===== src/rtl/rs_alloc_issue_ctrl_if.sv =====
// rs_alloc_issue_ctrl_if: dispatch, entry-status and issue signals between the RS array and its controller.
interface rs_alloc_issue_ctrl_if #(
    parameter int RS_DEPTH   = 16,
    parameter int DISP_WIDTH = 2,
    parameter int FU_NUM     = 8
);
    localparam int IW = $clog2(RS_DEPTH);
    localparam int TW = $clog2(FU_NUM);
    logic [DISP_WIDTH-1:0]          disp_valid_i;
    logic [DISP_WIDTH-1:0]          disp_grant_o;
    logic [DISP_WIDTH-1:0][IW-1:0]  disp_idx_o;
    logic [RS_DEPTH-1:0]            disp_enable_o;
    logic                           disp_stall_o;
    logic [RS_DEPTH-1:0]            entry_empty_i;
    logic [RS_DEPTH-1:0]            entry_ready_i;
    logic [RS_DEPTH-1:0][TW-1:0]    entry_fu_type_i;
    logic [FU_NUM-1:0]              fu_avail_i;
    logic [RS_DEPTH-1:0]            issue_o;
    logic [FU_NUM-1:0]              issue_valid_o;
    logic [FU_NUM-1:0][IW-1:0]      issue_idx_o;
    logic [IW:0]                    free_cnt_o;
    modport master (
        output disp_valid_i, entry_empty_i, entry_ready_i, entry_fu_type_i, fu_avail_i,
        input  disp_grant_o, disp_idx_o, disp_enable_o, disp_stall_o,
        input  issue_o, issue_valid_o, issue_idx_o, free_cnt_o
    );
    modport slave (
        input  disp_valid_i, entry_empty_i, entry_ready_i, entry_fu_type_i, fu_avail_i,
        output disp_grant_o, disp_idx_o, disp_enable_o, disp_stall_o,
        output issue_o, issue_valid_o, issue_idx_o, free_cnt_o
    );
endinterface


===== src/rtl/rs_alloc_issue_ctrl.sv =====
// rs_alloc_issue_ctrl: RS entry allocation, per-FU round-robin issue select and free-entry count.
// Optional RS_CTRL_PERF_EN adds saturating stall/issue counters and a free-count consistency check.
module rs_alloc_issue_ctrl #(
    parameter int RS_DEPTH   = 16,
    parameter int DISP_WIDTH = 2,
    parameter int FU_NUM     = 8
) (
    input  logic clock,
    input  logic reset,
    input  logic flush,
    rs_alloc_issue_ctrl_if.slave bus
`ifdef RS_CTRL_PERF_EN
    ,
    output logic [31:0] perf_stall_cycles_o,
    output logic [31:0] perf_issue_cnt_o
`endif
);
    localparam int IW = $clog2(RS_DEPTH);
    localparam int TW = $clog2(FU_NUM);
    localparam int CW = IW + 1;

    logic                          kill;
    logic [CW-1:0]                 free_q;
    logic [FU_NUM-1:0][IW-1:0]     rr_q;
    logic [DISP_WIDTH-1:0]         lane_has;
    logic [DISP_WIDTH-1:0][IW-1:0] lane_idx;
    logic [DISP_WIDTH-1:0]         grant;
    logic [FU_NUM-1:0]             iv;
    logic [FU_NUM-1:0][IW-1:0]     ii;

    assign kill = reset | flush;

    // Lane k is offered the k-th lowest empty entry.
    always_comb begin : find_empty
        int n;
        n = 0;
        lane_has = '0;
        lane_idx = '0;
        for (int i = 0; i < RS_DEPTH; i++) begin
            if (bus.entry_empty_i[i]) begin
                for (int k = 0; k < DISP_WIDTH; k++) begin
                    if (n == k) begin
                        lane_has[k] = 1'b1;
                        lane_idx[k] = IW'(i);
                    end
                end
                n = n + 1;
            end
        end
    end

    always_comb begin : alloc
        logic ok;
        ok = ~kill;
        grant = '0;
        bus.disp_idx_o = '0;
        bus.disp_enable_o = '0;
        for (int k = 0; k < DISP_WIDTH; k++) begin
            ok = ok & bus.disp_valid_i[k] & lane_has[k];
            grant[k] = ok;
            if (ok) begin
                bus.disp_idx_o[k] = lane_idx[k];
                bus.disp_enable_o[lane_idx[k]] = 1'b1;
            end
        end
    end

    assign bus.disp_grant_o = grant;
    assign bus.disp_stall_o = ~kill & |(bus.disp_valid_i & ~grant);

    always_comb begin : select
        logic [IW-1:0] e;
        e = '0;
        iv = '0;
        ii = '0;
        bus.issue_o = '0;
        for (int f = 0; f < FU_NUM; f++) begin
            for (int j = 0; j < RS_DEPTH; j++) begin
                e = rr_q[f] + IW'(j);
                if (!kill && !iv[f] && bus.fu_avail_i[f] && bus.entry_ready_i[e] &&
                    !bus.entry_empty_i[e] && bus.entry_fu_type_i[e] == TW'(f)) begin
                    iv[f] = 1'b1;
                    ii[f] = e;
                end
            end
        end
        for (int f = 0; f < FU_NUM; f++)
            if (iv[f]) bus.issue_o[ii[f]] = 1'b1;
    end

    assign bus.issue_valid_o = iv;
    assign bus.issue_idx_o   = ii;
    assign bus.free_cnt_o    = free_q;

    always_ff @(posedge clock) begin
        if (kill) begin
            free_q <= CW'(RS_DEPTH);
            rr_q   <= '0;
        end else begin
            free_q <= free_q - CW'($countones(grant)) + CW'($countones(bus.issue_o));
            for (int f = 0; f < FU_NUM; f++)
                if (iv[f]) rr_q[f] <= ii[f] + IW'(1);
        end
    end

`ifdef RS_CTRL_PERF_EN
    logic [32:0] issue_sum;
    assign issue_sum = {1'b0, perf_issue_cnt_o} + 33'($countones(bus.issue_o));

    // Flush does not clear the counters; both saturate at all-ones.
    always_ff @(posedge clock) begin
        if (reset) begin
            perf_stall_cycles_o <= '0;
            perf_issue_cnt_o    <= '0;
        end else begin
            if (bus.disp_stall_o && !(&perf_stall_cycles_o))
                perf_stall_cycles_o <= perf_stall_cycles_o + 32'd1;
            perf_issue_cnt_o <= issue_sum[32] ? '1 : issue_sum[31:0];
        end
    end

`ifndef SYNTHESIS
    logic seen_reset_q;
    always_ff @(posedge clock) begin
        if (reset) seen_reset_q <= 1'b1;
        else if (seen_reset_q) assert (free_q == CW'($countones(bus.entry_empty_i)));
    end
`endif
`endif
endmodule


===== src/flat_wrapper.sv =====
// flat-port wrapper written by rule: the top's interface ports become plain ports
module rs_alloc_issue_ctrl_flat 
#(
    parameter int RS_DEPTH   = 16,
    parameter int DISP_WIDTH = 2,
    parameter int FU_NUM     = 8
)
  (clock, reset, flush, bus_disp_valid_i, bus_entry_empty_i, bus_entry_ready_i, bus_entry_fu_type_i, bus_fu_avail_i, bus_disp_grant_o, bus_disp_idx_o, bus_disp_enable_o, bus_disp_stall_o, bus_issue_o, bus_issue_valid_o, bus_issue_idx_o, bus_free_cnt_o);
  rs_alloc_issue_ctrl_if #(.RS_DEPTH(RS_DEPTH), .DISP_WIDTH(DISP_WIDTH), .FU_NUM(FU_NUM)) bus_i ();
  input  logic clock;
  input  logic reset;
  input  logic flush;
  input wire logic [$bits(bus_i.disp_valid_i)-1:0] bus_disp_valid_i;
  input wire logic [$bits(bus_i.entry_empty_i)-1:0] bus_entry_empty_i;
  input wire logic [$bits(bus_i.entry_ready_i)-1:0] bus_entry_ready_i;
  input wire logic [$bits(bus_i.entry_fu_type_i)-1:0] bus_entry_fu_type_i;
  input wire logic [$bits(bus_i.fu_avail_i)-1:0] bus_fu_avail_i;
  output wire logic [$bits(bus_i.disp_grant_o)-1:0] bus_disp_grant_o;
  output wire logic [$bits(bus_i.disp_idx_o)-1:0] bus_disp_idx_o;
  output wire logic [$bits(bus_i.disp_enable_o)-1:0] bus_disp_enable_o;
  output wire logic [$bits(bus_i.disp_stall_o)-1:0] bus_disp_stall_o;
  output wire logic [$bits(bus_i.issue_o)-1:0] bus_issue_o;
  output wire logic [$bits(bus_i.issue_valid_o)-1:0] bus_issue_valid_o;
  output wire logic [$bits(bus_i.issue_idx_o)-1:0] bus_issue_idx_o;
  output wire logic [$bits(bus_i.free_cnt_o)-1:0] bus_free_cnt_o;
  assign bus_i.disp_valid_i = bus_disp_valid_i;
  assign bus_i.entry_empty_i = bus_entry_empty_i;
  assign bus_i.entry_ready_i = bus_entry_ready_i;
  assign bus_i.entry_fu_type_i = bus_entry_fu_type_i;
  assign bus_i.fu_avail_i = bus_fu_avail_i;
  assign bus_disp_grant_o = bus_i.disp_grant_o;
  assign bus_disp_idx_o = bus_i.disp_idx_o;
  assign bus_disp_enable_o = bus_i.disp_enable_o;
  assign bus_disp_stall_o = bus_i.disp_stall_o;
  assign bus_issue_o = bus_i.issue_o;
  assign bus_issue_valid_o = bus_i.issue_valid_o;
  assign bus_issue_idx_o = bus_i.issue_idx_o;
  assign bus_free_cnt_o = bus_i.free_cnt_o;
  rs_alloc_issue_ctrl #(.RS_DEPTH(RS_DEPTH), .DISP_WIDTH(DISP_WIDTH), .FU_NUM(FU_NUM)) u_core (.clock(clock), .reset(reset), .flush(flush), .bus(bus_i));
endmodule

===== config.mk =====
export PLATFORM = sky130hd
export DESIGN_NAME = rs_alloc_issue_ctrl_flat
export DESIGN_NICKNAME = d
export VERILOG_FILES = /design/src/rtl/rs_alloc_issue_ctrl_if.sv /design/src/rtl/rs_alloc_issue_ctrl.sv /design/src/flat_wrapper.sv
export SDC_FILE = /design/constraint.sdc
export NUM_CORES = 2
export LEC_CHECK = 0
export CORE_ASPECT_RATIO = 0.9
export CORE_MARGIN = 1.5
export CORE_UTILIZATION = 55
export CTS_BUF_LIST = sky130_fd_sc_hd__clkbuf_16
export DETAILED_ROUTE_END_ITERATION = 12
export GPL_TIMING_DRIVEN = 0
export PLACE_DENSITY = 0.82
export SYNTH_ARGS = -nofsm -noshare
export SYNTH_HDL_FRONTEND = slang
export SYNTH_SLANG_ARGS = --single-unit

===== constraint.sdc =====
create_clock -name clock -period 37.8 [get_ports clock]
set_clock_uncertainty 0.05 [all_clocks]
set_input_delay 5.67 -clock clock [delete_from_list [all_inputs] [get_ports clock]]
set_output_delay 5.67 -clock clock [all_outputs]
set_load 0.05 [all_outputs]

==> qor.yml <==
outcome: "complete, but fails checks"
violations: "capacitance limit, slew limit"
clkSinkCount: 37
fin_cells: 4534
muxShareOfSynthArea: 0.236
grt_pass1_wl_um: 205000
endpoint_kind: "output pin"
clockRootBuffer: "clkbuf_16"
synth-edff-count: 0
holdWs_ns: 0.653
reg2reg_to: "u_core.bus.free_cnt_o[4]$_SDFF_PP1_"
cts_tree: "done"
place.gp.congestion: 1.17
final_area_mm2: 0.0302
hpwl_um: 112000
multi_input_area_mm2: 0.0253
ctsHtreeMaxLevel: 2
die_w_um: 239
worstHoldPathType: "register to register"
dr.pass1.iters: 9
worstSetupPathType: "input port to output pin"
reg2reg_slack_ns: 24.96
core_mm2: 0.0493
cp-start-kind: "input port"
synthArstFlopShare: 0
cp_max_fo: 10
fmax_ghz: 0.0391
rows: 77
syn_area_mm2: 0.0275
post_drt_wl_per_cell_um: 31.2
rsz0062_at_grt: "no"
final-hold-violation-count: 0
clkTransAtPathRegs_ns: 0.07
ant_nets: 0
finalNetCount: 4107
dp.cells: 4517
yosys_warnings: 0
whs_path_depth: 3
synth.avg_cell_area_um2: 7.47
synthCells: 3685
setup_tns_ns: 0
grt.total_usage: 0.533
grt_pass1_vias: 31900
whs_endpoint: "u_core.bus.free_cnt_o[4]$_SDFF_PP1_"
cts_buffers: 5
dr_total_vias: 35100
areaGrowthSynthToFinish_pct: 9.78
post_cts_buffers: 0
fin_crit_sh: 0.677
r2r_cells: 35
insertion_delay_ns: 0.36
ys_types: 103
antenna_found_initial: 9
p_leak_nw: 10.6
r2r_start: "u_core.rr_q[20]$_SDFFE_PP0N_"
drc: 0
portBuffers: 161
synth_compound_area_frac: 0.223
drt_iter0_drc: 6328
grt_max_degree: 14
synthSimpleGateAreaFrac: 0.321
syn_nets: 3936
cts-hold-fix-buffers: 0
synth_top_family_by_area: "simple AND/OR/NAND/NOR gates"
max_slew_margin: -0.00786
synthAdderAreaFrac: 0.0760
powerDensity_mw_per_mm2: 24.3
cpMaxStageDelayCell: "clkdlybuf4s50_1"
slew_viol_final: 11
wl_um: 142000
dp_slack_ns: 12.61
ys.flop_type: "dfxtp_1"
fillers: 4674
drive_gt1_frac: 0.109
start_util: 0.558
layout_min_cycle_time_ns: 25.58
drv_cap: 1
seq_area_frac_synth: 0.0269
die_y_um: 215
worstPathArrival_ns: 19.86
ir_worst_vdd_uv: 81.8
synthXorXnorAreaFrac: 0.0595
dpl-instance-area_mm2: 0.0300
die_area_mm2: 0.0514
crit_required_ns: 32.08
seq_area_um2: 741
setup_slack_ns: 12.22
cts_resized: 0
clockBufferDepth: 2
vias_per_cell: 7.74
critical_path.max_stage_delay_ns: 0.87
cpMostUsedCell: "ha_1"
tightest_slew_ns: 1.51
overflow: 0
ios: 181
ys_ff_latch: 37
min_from: "u_core.bus.free_cnt_o[3]$_SDFF_PP0_"
setup_viol: 0
[flip-flops by register name (all words and copies together), names as in the netlist]
register               flops
u_core.bus.free_cnt_o      5
u_core.rr_q               32
[worst max-delay path, delay by kind of cell]
family	cells	cell delay, ns
adder cells (fa/ha/maj)	13	3.95
buffers and inverters	14	3.44
multiplexers	3	0.74
AO/OA/AOI/OAI	15	3.68
AND/OR/NAND/NOR	14	2.13
XOR/XNOR	1	0.23
[cell type report]
| cell class | instances | share of cell area |
|---|---|---|
| Timing Repair Buffer | 164 | 0.0543 |
| Sequential cell | 37 | 0.0245 |
| Inverter | 177 | 0.0221 |
| Antenna cell | 6 | 0.000497 |
| Clock buffer | 5 | 0.00414 |
| Buffer | 238 | 0.0302 |
| Multi-Input combinational cell | 3233 | 0.835 |
| Clock inverter | 3 | 0.00137 |
| Tap cell | 671 | 0.0278 |
[kinds of logic (layout without fill, tap and decap cells)]
logic type | Yosys count | in the layout
compound gates | 860 | 860
xor+xnor | 159 | 159
fa+ha+maj | 159 | 159
buf+inv | 415 | 587
flops | 37 | 37
mux | 372 | 372
other cells | 0 | 6
simple gates | 1683 | 1683
[layer usage]
metal  vias up  global-route usage  share of wire
li1      14500                   -              -
met1     16400               0.654           0.35
met2      3357               0.734           0.38
met3       840               0.279           0.19
met4        10               0.312          0.079
met5         -                   0        0.00051
[where the power goes]
group	internal [mW]	switching, mW
Combinational	0.221	0.411
Clock	0.0312	0.0278
Sequential	0.0418	0.00279
[metrics by stage]
step           total power [mW]   util
2_1_floorplan             0.485      -
3_3_place_gp              0.637  0.608
3_5_place_dp              0.649  0.608
4_1_cts                   0.708  0.612
5_1_grt                   0.776  0.613
6_report                  0.736  0.613
[cell usage after synthesis, types with 18 or more instances]
| cell | instances | area [um2] |
|---|---|---|
| o32ai_1 | 37 | 324 |
| nand2_1 | 384 | 1440 |
| nor4bb_1 | 22 | 220 |
| clkbuf_1 | 196 | 736 |
| inv_1 | 154 | 578 |
| nand4_1 | 33 | 206 |
| o221ai_1 | 18 | 158 |
| nor2b_1 | 56 | 350 |
| a31oi_1 | 39 | 244 |
| and2_1 | 77 | 482 |
| nor3_1 | 159 | 796 |
| a221oi_1 | 26 | 228 |
| or3b_2 | 31 | 272 |
| mux4_2 | 217 | 4890 |
| a22oi_1 | 40 | 300 |
| xor2_1 | 39 | 342 |
| o211ai_1 | 36 | 270 |
| nand2b_1 | 70 | 438 |
| nand3_1 | 145 | 726 |
| dfxtp_1 | 37 | 741 |
| nor3b_1 | 62 | 465 |
| o31ai_1 | 25 | 188 |
| or2_2 | 38 | 238 |
| nand3b_1 | 50 | 375 |
| nor4_1 | 51 | 319 |
| ha_1 | 144 | 1800 |
| o22ai_1 | 58 | 363 |
| xnor2_1 | 101 | 885 |
| and3b_1 | 31 | 272 |
| mux2_2 | 54 | 608 |
| or3_1 | 33 | 206 |
| a21oi_1 | 135 | 676 |
| a32oi_1 | 19 | 166 |
| nor2_1 | 354 | 1330 |
| a211oi_1 | 59 | 443 |
| mux2i_1 | 100 | 1000 |
| o21ai_0 | 126 | 631 |
| a21o_1 | 29 | 218 |
| buf_1 | 30 | 113 |
| and3_1 | 28 | 175 |
[cells in the final DEF, fill, tap and decap left out, types with 30 or more instances in the layout]
cell type,n
a211oi_1,59
a21oi_1,135
a22oi_1,40
a31oi_1,39
and2_1,77
and3b_1,31
buf_1,30
clkbuf_1,196
clkdlybuf4s50_1,161
dfxtp_1,37
ha_1,144
inv_1,154
mux2_2,54
mux2i_1,100
mux4_2,217
nand2_1,384
nand2b_1,70
nand3_1,145
nand3b_1,50
nand4_1,33
nor2_1,354
nor2b_1,56
nor3_1,159
nor3b_1,59
nor4_1,50
o211ai_1,36
o21ai_0,126
o22ai_1,58
o32ai_1,37
or2_2,38
or3_1,33
or3b_2,31
xnor2_1,101
xor2_1,39
[worst max-delay path by stage]
| stage | startpoint | end | slack [ns] | depth (start not counted) |
|---|---|---|---|---|
| 6_report | bus_entry_empty_i[1] | bus_disp_enable_o[0] | 12.22 | 60 |
| 5_1_grt | bus_entry_empty_i[1] | bus_disp_enable_o[0] | 11.47 | 60 |
| 4_1_cts | bus_entry_empty_i[1] | bus_disp_enable_o[0] | 12.56 | 60 |
| 3_5_place_dp | bus_entry_empty_i[1] | bus_disp_enable_o[0] | 12.61 | 60 |
| 3_3_place_gp | bus_entry_empty_i[1] | bus_disp_enable_o[0] | 12.89 | 60 |
| 2_1_floorplan | bus_entry_empty_i[0] | bus_disp_enable_o[5] | 14.99 | 58 |
No activity file was read; power rests on OpenSTA's default activity.
